--- src/rtl/regfile_wb_arbiter_pkg.sv ---
// regfile_pkg
// Shared types and constants for the register-file writeback arbiter.
//   D_WIDTH_DEF / A_WIDTH_DEF : default data and register-address widths
//   grant_t                   : which source won the most recent transfer
//   CNT_W                     : width of the contention counter
package regfile_pkg;

    localparam int D_WIDTH_DEF = 32;
    localparam int A_WIDTH_DEF = 5;
    localparam int CNT_W       = 16;

    typedef enum logic {
        GNT_ALU = 1'b0,
        GNT_MEM = 1'b1
    } grant_t;

endpackage

--- src/rtl/regfile_wb_arbiter_if.sv ---
// regfile_wb_arbiter_if
// Bundles both writeback request channels, the register-file write port and
// the status outputs of the arbiter.
//   alu_valid/alu_ready/alu_addr/alu_data : ALU writeback request
//   mem_valid/mem_ready/mem_addr/mem_data : load writeback request
//   we3/ad3/wd3                           : registered register-file write
//   pend_mask                             : one-hot of the register in flight
//   conflict_cnt                          : saturating contention count
// Modports: master = requesters / observer, slave = arbiter.
interface regfile_wb_arbiter_if
    import regfile_pkg::*;
#(
    parameter int D_WIDTH = D_WIDTH_DEF,
    parameter int A_WIDTH = A_WIDTH_DEF
);

    logic                  alu_valid;
    logic                  alu_ready;
    logic [A_WIDTH-1:0]    alu_addr;
    logic [D_WIDTH-1:0]    alu_data;

    logic                  mem_valid;
    logic                  mem_ready;
    logic [A_WIDTH-1:0]    mem_addr;
    logic [D_WIDTH-1:0]    mem_data;

    logic                  we3;
    logic [A_WIDTH-1:0]    ad3;
    logic [D_WIDTH-1:0]    wd3;

    logic [2**A_WIDTH-1:0] pend_mask;
    logic [CNT_W-1:0]      conflict_cnt;

    modport master (
        output alu_valid, alu_addr, alu_data,
        output mem_valid, mem_addr, mem_data,
        input  alu_ready, mem_ready,
        input  we3, ad3, wd3, pend_mask, conflict_cnt
    );

    modport slave (
        input  alu_valid, alu_addr, alu_data,
        input  mem_valid, mem_addr, mem_data,
        output alu_ready, mem_ready,
        output we3, ad3, wd3, pend_mask, conflict_cnt
    );

endinterface

--- src/rtl/regfile_wb_arbiter_rr_arb2.sv ---
// rr_arb2
// Two-way round-robin arbiter, purely combinational.
//   req[0] = ALU request, req[1] = MEM request
//   last_grant = source that won the previous transfer
//   gnt = one-hot grant (same bit order as req), all-zero when idle
module rr_arb2
    import regfile_pkg::*;
(
    input  logic [1:0] req,
    input  grant_t     last_grant,
    output logic [1:0] gnt
);

    always_comb begin
        gnt = 2'b00;
        case (req)
            2'b01:   gnt = 2'b01;
            2'b10:   gnt = 2'b10;
            // on conflict the source that did not win last time goes first
            2'b11:   gnt = (last_grant == GNT_MEM) ? 2'b01 : 2'b10;
            default: gnt = 2'b00;
        endcase
    end

endmodule

--- src/rtl/regfile_wb_arbiter.sv ---
// regfile_wb_arbiter
// Shares the register file's single write port between the ALU result path
// and the memory load path. One request is granted per cycle (round-robin on
// conflict) and turned into a registered we3/ad3/wd3 write the next cycle.
//   clk   : clock, rising edge
//   rst_n : asynchronous active-low reset
//   bus   : request channels, write port and status (slave side)
module regfile_wb_arbiter
    import regfile_pkg::*;
#(
    parameter int D_WIDTH = D_WIDTH_DEF,
    parameter int A_WIDTH = A_WIDTH_DEF
)(
    input  logic                 clk,
    input  logic                 rst_n,
    regfile_wb_arbiter_if.slave  bus
);

    logic [1:0]         req;
    logic [1:0]         gnt;
    grant_t             last_grant;
    logic               xfer;
    logic [A_WIDTH-1:0] win_addr;
    logic [D_WIDTH-1:0] win_data;

    assign req = {bus.mem_valid, bus.alu_valid};

    rr_arb2 u_arb (
        .req        (req),
        .last_grant (last_grant),
        .gnt        (gnt)
    );

    // readys are gated by rst_n so nothing is accepted while reset is held
    assign bus.alu_ready = rst_n & gnt[0];
    assign bus.mem_ready = rst_n & gnt[1];
    assign xfer          = bus.alu_ready | bus.mem_ready;

    assign win_addr = gnt[0] ? bus.alu_addr : bus.mem_addr;
    assign win_data = gnt[0] ? bus.alu_data : bus.mem_data;

    always_ff @(posedge clk or negedge rst_n) begin
        if (!rst_n) begin
            last_grant       <= GNT_MEM;
            bus.we3          <= 1'b0;
            bus.ad3          <= '0;
            bus.wd3          <= '0;
            bus.conflict_cnt <= '0;
        end else begin
            if (xfer) begin
                last_grant <= gnt[0] ? GNT_ALU : GNT_MEM;
                bus.ad3    <= win_addr;
                bus.wd3    <= win_data;
                // x0 is hardwired to zero: accept the request, drop the write
                bus.we3    <= (win_addr != '0);
            end else begin
                bus.we3    <= 1'b0;
            end

            if (bus.alu_valid && bus.mem_valid && (bus.conflict_cnt != '1))
                bus.conflict_cnt <= bus.conflict_cnt + CNT_W'(1);
        end
    end

    always_comb begin
        bus.pend_mask = '0;
        if (bus.we3)
            bus.pend_mask[bus.ad3] = 1'b1;
    end

endmodule

--- src/flat_wrapper.sv ---
// flat-port wrapper written by rule: the top's interface ports become plain ports
module regfile_wb_arbiter_flat import regfile_pkg::*;
#(
    parameter int D_WIDTH = D_WIDTH_DEF,
    parameter int A_WIDTH = A_WIDTH_DEF
)
  (clk, rst_n, bus_alu_valid, bus_alu_addr, bus_alu_data, bus_mem_valid, bus_mem_addr, bus_mem_data, bus_alu_ready, bus_mem_ready, bus_we3, bus_ad3, bus_wd3, bus_pend_mask, bus_conflict_cnt);
  regfile_wb_arbiter_if #(.D_WIDTH(D_WIDTH), .A_WIDTH(A_WIDTH)) bus_i ();
  input  logic clk;
  input  logic rst_n;
  input wire logic [$bits(bus_i.alu_valid)-1:0] bus_alu_valid;
  input wire logic [$bits(bus_i.alu_addr)-1:0] bus_alu_addr;
  input wire logic [$bits(bus_i.alu_data)-1:0] bus_alu_data;
  input wire logic [$bits(bus_i.mem_valid)-1:0] bus_mem_valid;
  input wire logic [$bits(bus_i.mem_addr)-1:0] bus_mem_addr;
  input wire logic [$bits(bus_i.mem_data)-1:0] bus_mem_data;
  output wire logic [$bits(bus_i.alu_ready)-1:0] bus_alu_ready;
  output wire logic [$bits(bus_i.mem_ready)-1:0] bus_mem_ready;
  output wire logic [$bits(bus_i.we3)-1:0] bus_we3;
  output wire logic [$bits(bus_i.ad3)-1:0] bus_ad3;
  output wire logic [$bits(bus_i.wd3)-1:0] bus_wd3;
  output wire logic [$bits(bus_i.pend_mask)-1:0] bus_pend_mask;
  output wire logic [$bits(bus_i.conflict_cnt)-1:0] bus_conflict_cnt;
  assign bus_i.alu_valid = bus_alu_valid;
  assign bus_i.alu_addr = bus_alu_addr;
  assign bus_i.alu_data = bus_alu_data;
  assign bus_i.mem_valid = bus_mem_valid;
  assign bus_i.mem_addr = bus_mem_addr;
  assign bus_i.mem_data = bus_mem_data;
  assign bus_alu_ready = bus_i.alu_ready;
  assign bus_mem_ready = bus_i.mem_ready;
  assign bus_we3 = bus_i.we3;
  assign bus_ad3 = bus_i.ad3;
  assign bus_wd3 = bus_i.wd3;
  assign bus_pend_mask = bus_i.pend_mask;
  assign bus_conflict_cnt = bus_i.conflict_cnt;
  regfile_wb_arbiter #(.D_WIDTH(D_WIDTH), .A_WIDTH(A_WIDTH)) u_core (.clk(clk), .rst_n(rst_n), .bus(bus_i));
endmodule
--- config.mk ---
export PLATFORM = sky130hd
export DESIGN_NAME = regfile_wb_arbiter_flat
export DESIGN_NICKNAME = d
export VERILOG_FILES = /design/src/rtl/regfile_wb_arbiter_pkg.sv /design/src/rtl/regfile_wb_arbiter_if.sv /design/src/rtl/regfile_wb_arbiter_rr_arb2.sv /design/src/rtl/regfile_wb_arbiter.sv /design/src/flat_wrapper.sv
export SDC_FILE = /design/constraint.sdc
export NUM_CORES = 1
export LEC_CHECK = 0
export CORE_UTILIZATION = 41
export DETAILED_ROUTE_END_ITERATION = 8
export PLACE_DENSITY = 0.84
export SYNTH_ARGS = -nofsm -noshare
export SYNTH_HDL_FRONTEND = slang
export SYNTH_SLANG_ARGS = --single-unit
--- constraint.sdc ---
create_clock -name clk -period 3.2 [get_ports clk]
set_input_delay 0.64 -clock clk [delete_from_list [all_inputs] [get_ports clk]]
set_output_delay 0.64 -clock clk [all_outputs]
set_load 0.01 [all_outputs]
### Word level (Yosys, flattened, before mapping)

Index checks and enable logic that the tools add are counted.

* register bits: 55
* word-level logic and storage cells: 28
* output and inout bits: 88

* mux-type cells: 9
* bitwise operators: 3
* equal/unequal tests: 4
* reduce and logical (&&, ||, !) cells: 4
* order comparisons: 2
* add/sub/neg operators: 1

Operators with widths (number)
* 32-bit 2-to-1 mux: 2
* 16-bit by 1-bit adder with 16-bit output (second input constant): 1
* 16-bit inequality test (second input constant): 1
* 5-bit by 6-bit less-than comparator with 1-bit output (second input constant): 1
* 2-bit case mux with 3 select lines: 1
* 1-bit demux with 5-bit select: 1
* 5-bit by 1-bit greater-or-equal comparator with 1-bit output (second input constant): 1
* 5-bit 2-to-1 mux: 1
* 5-bit nonzero test: 1
* 2-bit equality test (second input constant): 2
* 1-bit logical AND: 3
* 1-bit 2-to-1 mux: 3
* 1-bit AND: 2
* 2-bit by 1-bit equality test with 1-bit output (second input constant): 1
* 2-bit 2-to-1 mux: 1
* 1-bit bitwise OR: 1

### Depth between registers and ports, before layout

* depth in word-level cells: 5
* gate-level depth with buffers: 5

### Hierarchy

Synthesis repeated with hierarchy kept, for this count alone.

* cell total of the unflattened synthesis: 303
* area, all modules: 2850.2 sq um

Modules (own cells, without submodules)
* regfile_wb_arbiter: cells an instance 300, area an instance 2831.5 sq um, instances 1
* rr_arb2: cells an instance 3, area an instance 18.8 sq um, instances 1

### Least setup slack after synthesis

OpenSTA, ideal clock, no wires.

* kind: flip-flop to output port
* start point: register u_core.bus.ad3[4]
* end point: output port bus_pend_mask[16]
* required time: 2560 ps
* data arrival time: 1286 ps
* slack: 1274 ps
* stages on the path, launching flop included: 4
* cells stage by stage: dfrtp_1 clkbuf_1 or3b_2 nor2_1

* longest elaborated chain between the ends: 5
* elaborated cells on any way between the ends: 6
* those cells by class: order compare: 2; mux: 3; reduce/logical: 1

Ends and longest elaborated chain
* from (decl): RTL line regfile_wb_arbiter_if.sv:45 `output we3, ad3, wd3, pend_mask, conflict_cnt`
* from (signal assigned): RTL line regfile_wb_arbiter.sv:52 `bus.ad3 <= win_addr;`
* 5-bit by 6-bit less-than comparator with 1-bit output (not written as such) / 5-bit by 1-bit greater-or-equal comparator with 1-bit output (equally long branches): RTL line regfile_wb_arbiter.sv:68 `bus.pend_mask[bus.ad3] = 1'b1;`
* 1-bit logical AND (not written as such): RTL line regfile_wb_arbiter.sv:68
* 1-bit 2-to-1 mux (not written as such): RTL line regfile_wb_arbiter.sv:68
* 1-bit demux with 5-bit select *
* 32-bit 2-to-1 mux *: RTL line regfile_wb_arbiter.sv:67 `if (bus.we3)`
* to (decl): RTL line flat_wrapper.sv:22 `output wire logic [$bits(bus_i.pend_mask)-1:0] bus_pend_mask;`

Mark *: on every way between the ends. The rest lies on a longest branch, timed or not.

### Worst setup path after layout

* start point: input port bus_mem_valid
* end point: output port bus_mem_ready

* longest elaborated chain between the ends: 3
* elaborated cells on any way between the ends: 5
* those cells by class: eq/ne: 3; mux: 1; bitwise: 1

Ends and longest elaborated chain
* from (decl): RTL line flat_wrapper.sv:14 `input wire logic [$bits(bus_i.mem_valid)-1:0] bus_mem_valid;`
* 2-bit equality test / 2-bit by 1-bit equality test with 1-bit output (equally long branches): RTL line regfile_wb_arbiter_rr_arb2.sv:16 `case (req)`
* 2-bit case mux with 3 select lines *: RTL line regfile_wb_arbiter_rr_arb2.sv:16
* 1-bit AND *: RTL line regfile_wb_arbiter.sv:36 `assign bus.mem_ready = rst_n & gnt[1];`
* to (decl): RTL line flat_wrapper.sv:18 `output wire logic [$bits(bus_i.mem_ready)-1:0] bus_mem_ready;`

Marks and branches as above.

==> flow_summary.toml <==
[critical_path]
cp_top_family = "buffers and inverters"
worstPathRequired_ps = 2560
critPathKind = "primary input to primary output"
worst_setup_path_start_kind = "primary input"
crit_path_frequent_cell = "clkdlybuf4s50_1"
critPathArrivalTime_ps = 2110
worstPathMaxFanout = 3
crit_path_max_incr_delay_ps = 590
endpoint_kind = "primary output"
path_buf_inv = 3
worstPathCellList = "clkdlybuf4s50_1 > inv_1 > a211oi_1 > clkdlybuf4s50_1"
slowest_stage = "clkdlybuf4s50_1"

[synthesis]
synth_seq_cells = 55
syn_area_per_cell_um2 = 9.47
yosys_warnings = 0
synth_cell_type_count = 32
yosysSeqAreaShare = 0.490
synthesis.area_um2 = 2810
syn_inst = 297
synthesis.nets = 376

[outcome]
status = "complete, but fails checks"
violations = "DRC"

[sta]
relSlewSlack = 0.520
finalSetupViolations = 0
maxSlewViolCount = 0
fmax_mhz = 364
whs_ps = 486
setup_tns_ps = 0
skew_ps = 3.96
rsz0062_at_grt = "false"
worst_slew_pin_slew_ps = 720
min_period_ps = 2750
finalHoldViolCount = 0
fin_crit_sh = 0.859

[global_route]
grt_use_total = 0.225
antenna_found_initial = 0
grt_pass1_wl_um = 12800
gr-total-overflow = 0
grt_pass1_vias = 2642
grt_max_degree = 57

[clock_network]
cts-root-buf = "clkbuf_8"
cts_buffers = 5
clockBufferDepth = 2
cts_tree = "done"
cts_hold_buf = 0
insertion_delay_ps = 290
clk_pin_slew_worst_paths_ps = 90
cts_setup_buffers = 0
htreeDepth = 2
ctsResizeCount = 0
clkSinkCount = 55

[power_and_ir_drop]
peakVddDrop_mv = 0.307
p_per_area_nw_per_um2 = 421
leakage_nw = 2.00

[finish]
layout_common_cells = "clkdlybuf4s50_1 (164), dfrtp_1 (54), nand2_1 (49)"
final-seq-area_um2 = 1380
postLayoutCoreUtil = 0.716
drive_gt1_frac = 0.0438
syn_to_final_growth_pct = 65.3
final_common_cell = "clkdlybuf4s50_1"
n_fill_cell = 518
diodes = 0
nNetsFinal = 535
multi_input_area_um2 = 1380

[floorplanning]
start_util = 0.433
die_x_um = 84.8
dieHeight_um = 84.8
core-area_um2 = 6490
ioPinCount = 166
rows = 29
die-area_um2 = 7200

[route]
drtIter0Drc = 106
drc = 14
firstDrtPassIters = 6
routed-via-count = 2658
wirelength_um = 7590
antenna_left = 0
wl_per_cell_um = 14.2
via_per_inst = 4.98

[placement]
port_buffers = 165
hpwl_um = 5970
gp_congestion = 0.845

[min_path]
hold_path_class = "register to register"

[run]
cap_violations = 0
## flip-flops by register name (all words and copies together), names as in the netlist
name                     flops
u_core.bus.conflict_cnt     16
u_core.bus.ad3               5
u_core.bus.we3               1
u_core.bus.wd3              32
u_core.last_grant            1
## stage by stage
| stage | instances | worst slack (ps) | total power, W | instance area (um2) |
|---|---|---|---|---|
| finish | 534 | 451 | 0.00196 | 4650 |
| CTS | 534 | 434 | 0.00198 | 4650 |
| global route | 534 | 372 | 0.00208 | 4650 |
| floorplan | 297 | 1270 | 0.00116 | 2810 |
| global placement | 526 | 456 | 0.00154 | 4550 |
| detailed placement | 526 | 455 | 0.00157 | 4550 |
## worst min-delay path, cell delays in order, from the launching register on
cell	delay (ps)
dfrtp_1	350
nand2_1	40
o21ai_0	60
## path summary, 6_finish.rpt
| kind | start | to | slack (ps) | cells past startpoint |
|---|---|---|---|---|
| setup / recovery | bus_mem_valid | bus_mem_ready | 450 | 4 |
| hold / removal | u_core.bus.wd3[0] | u_core.bus.wd3[0] | 490 | 2 |
| setup reg to reg | u_core.bus.conflict_cnt[1] | u_core.bus.conflict_cnt[9] | 1450 | 5 |
| hold reg to reg | u_core.bus.wd3[0] | u_core.bus.wd3[0] | 490 | 2 |
| max in group asynchronous | rst_n | u_core.bus.wd3[16] | 2210 | 2 |
| min in group asynchronous | rst_n | u_core.bus.wd3[23] | 500 | 2 |
## routing by layer
layer	GRT usage	wire length, um
met5	0	0
met4	0.0416	59
met3	0.0477	523
met2	0.431	4040
met1	0.261	2960
## Yosys cell counts
library cell,n,area [um2]
nor3_1,6,30.0
mux2i_1,37,370
o2111ai_1,1,8.76
dfstp_2,1,26.3
o21ai_1,1,5.00
a311oi_1,1,8.76
nand4_4,1,21.3
nand3_1,7,35.0
and2_1,3,18.8
or3_1,1,6.26
or2_2,1,6.26
or4_4,1,11.3
ha_1,1,12.5
buf_2,4,20.0
or3b_2,2,17.5
xor2_1,6,52.6
dfrtp_1,54,1350
o21ai_0,38,190
xnor2_1,9,78.8
clkbuf_1,12,45.0
nand4_1,6,37.5
and3_1,1,6.26
a211oi_1,1,7.51
o41ai_4,1,27.5
and4_1,1,8.76
o41a_1,1,11.3
nand3b_1,5,37.5
o21bai_1,1,7.51
nand2_1,49,184
or4_1,1,7.51
inv_1,3,11.3
nor2_1,40,150
## cell type report
| type | instances | share of cell area |
|---|---|---|
| Clock buffer | 8 | 0.0215 |
| Tap cell | 77 | 0.0207 |
| Timing Repair Buffer | 168 | 0.362 |
| Sequential cell | 55 | 0.296 |
| Multi-Input combinational cell | 223 | 0.297 |
| Inverter | 3 | 0.00242 |
## kinds of logic after synthesis
logic type,share of synthesized area
AOI/OAI and AO/OA,0.0948
muxes,0.132
adders and majority gates,0.00445
xor gates and xnor gates,0.0467
and+or+nand+nor,0.206
DFF,0.490
buffers and inverters,0.0271
## report_power, final
| group | internal [W] | leakage, nW | switching, W |
|---|---|---|---|
| logic | 0.000373 | 1.26 | 0.000263 |
| clock network | 0.000198 | 0.0515 | 0.000211 |
| registers | 0.000800 | 0.692 | 0.000110 |
| total | 0.00137 | 2.00 | 0.000584 |
(Power assumes the default switching activity.)
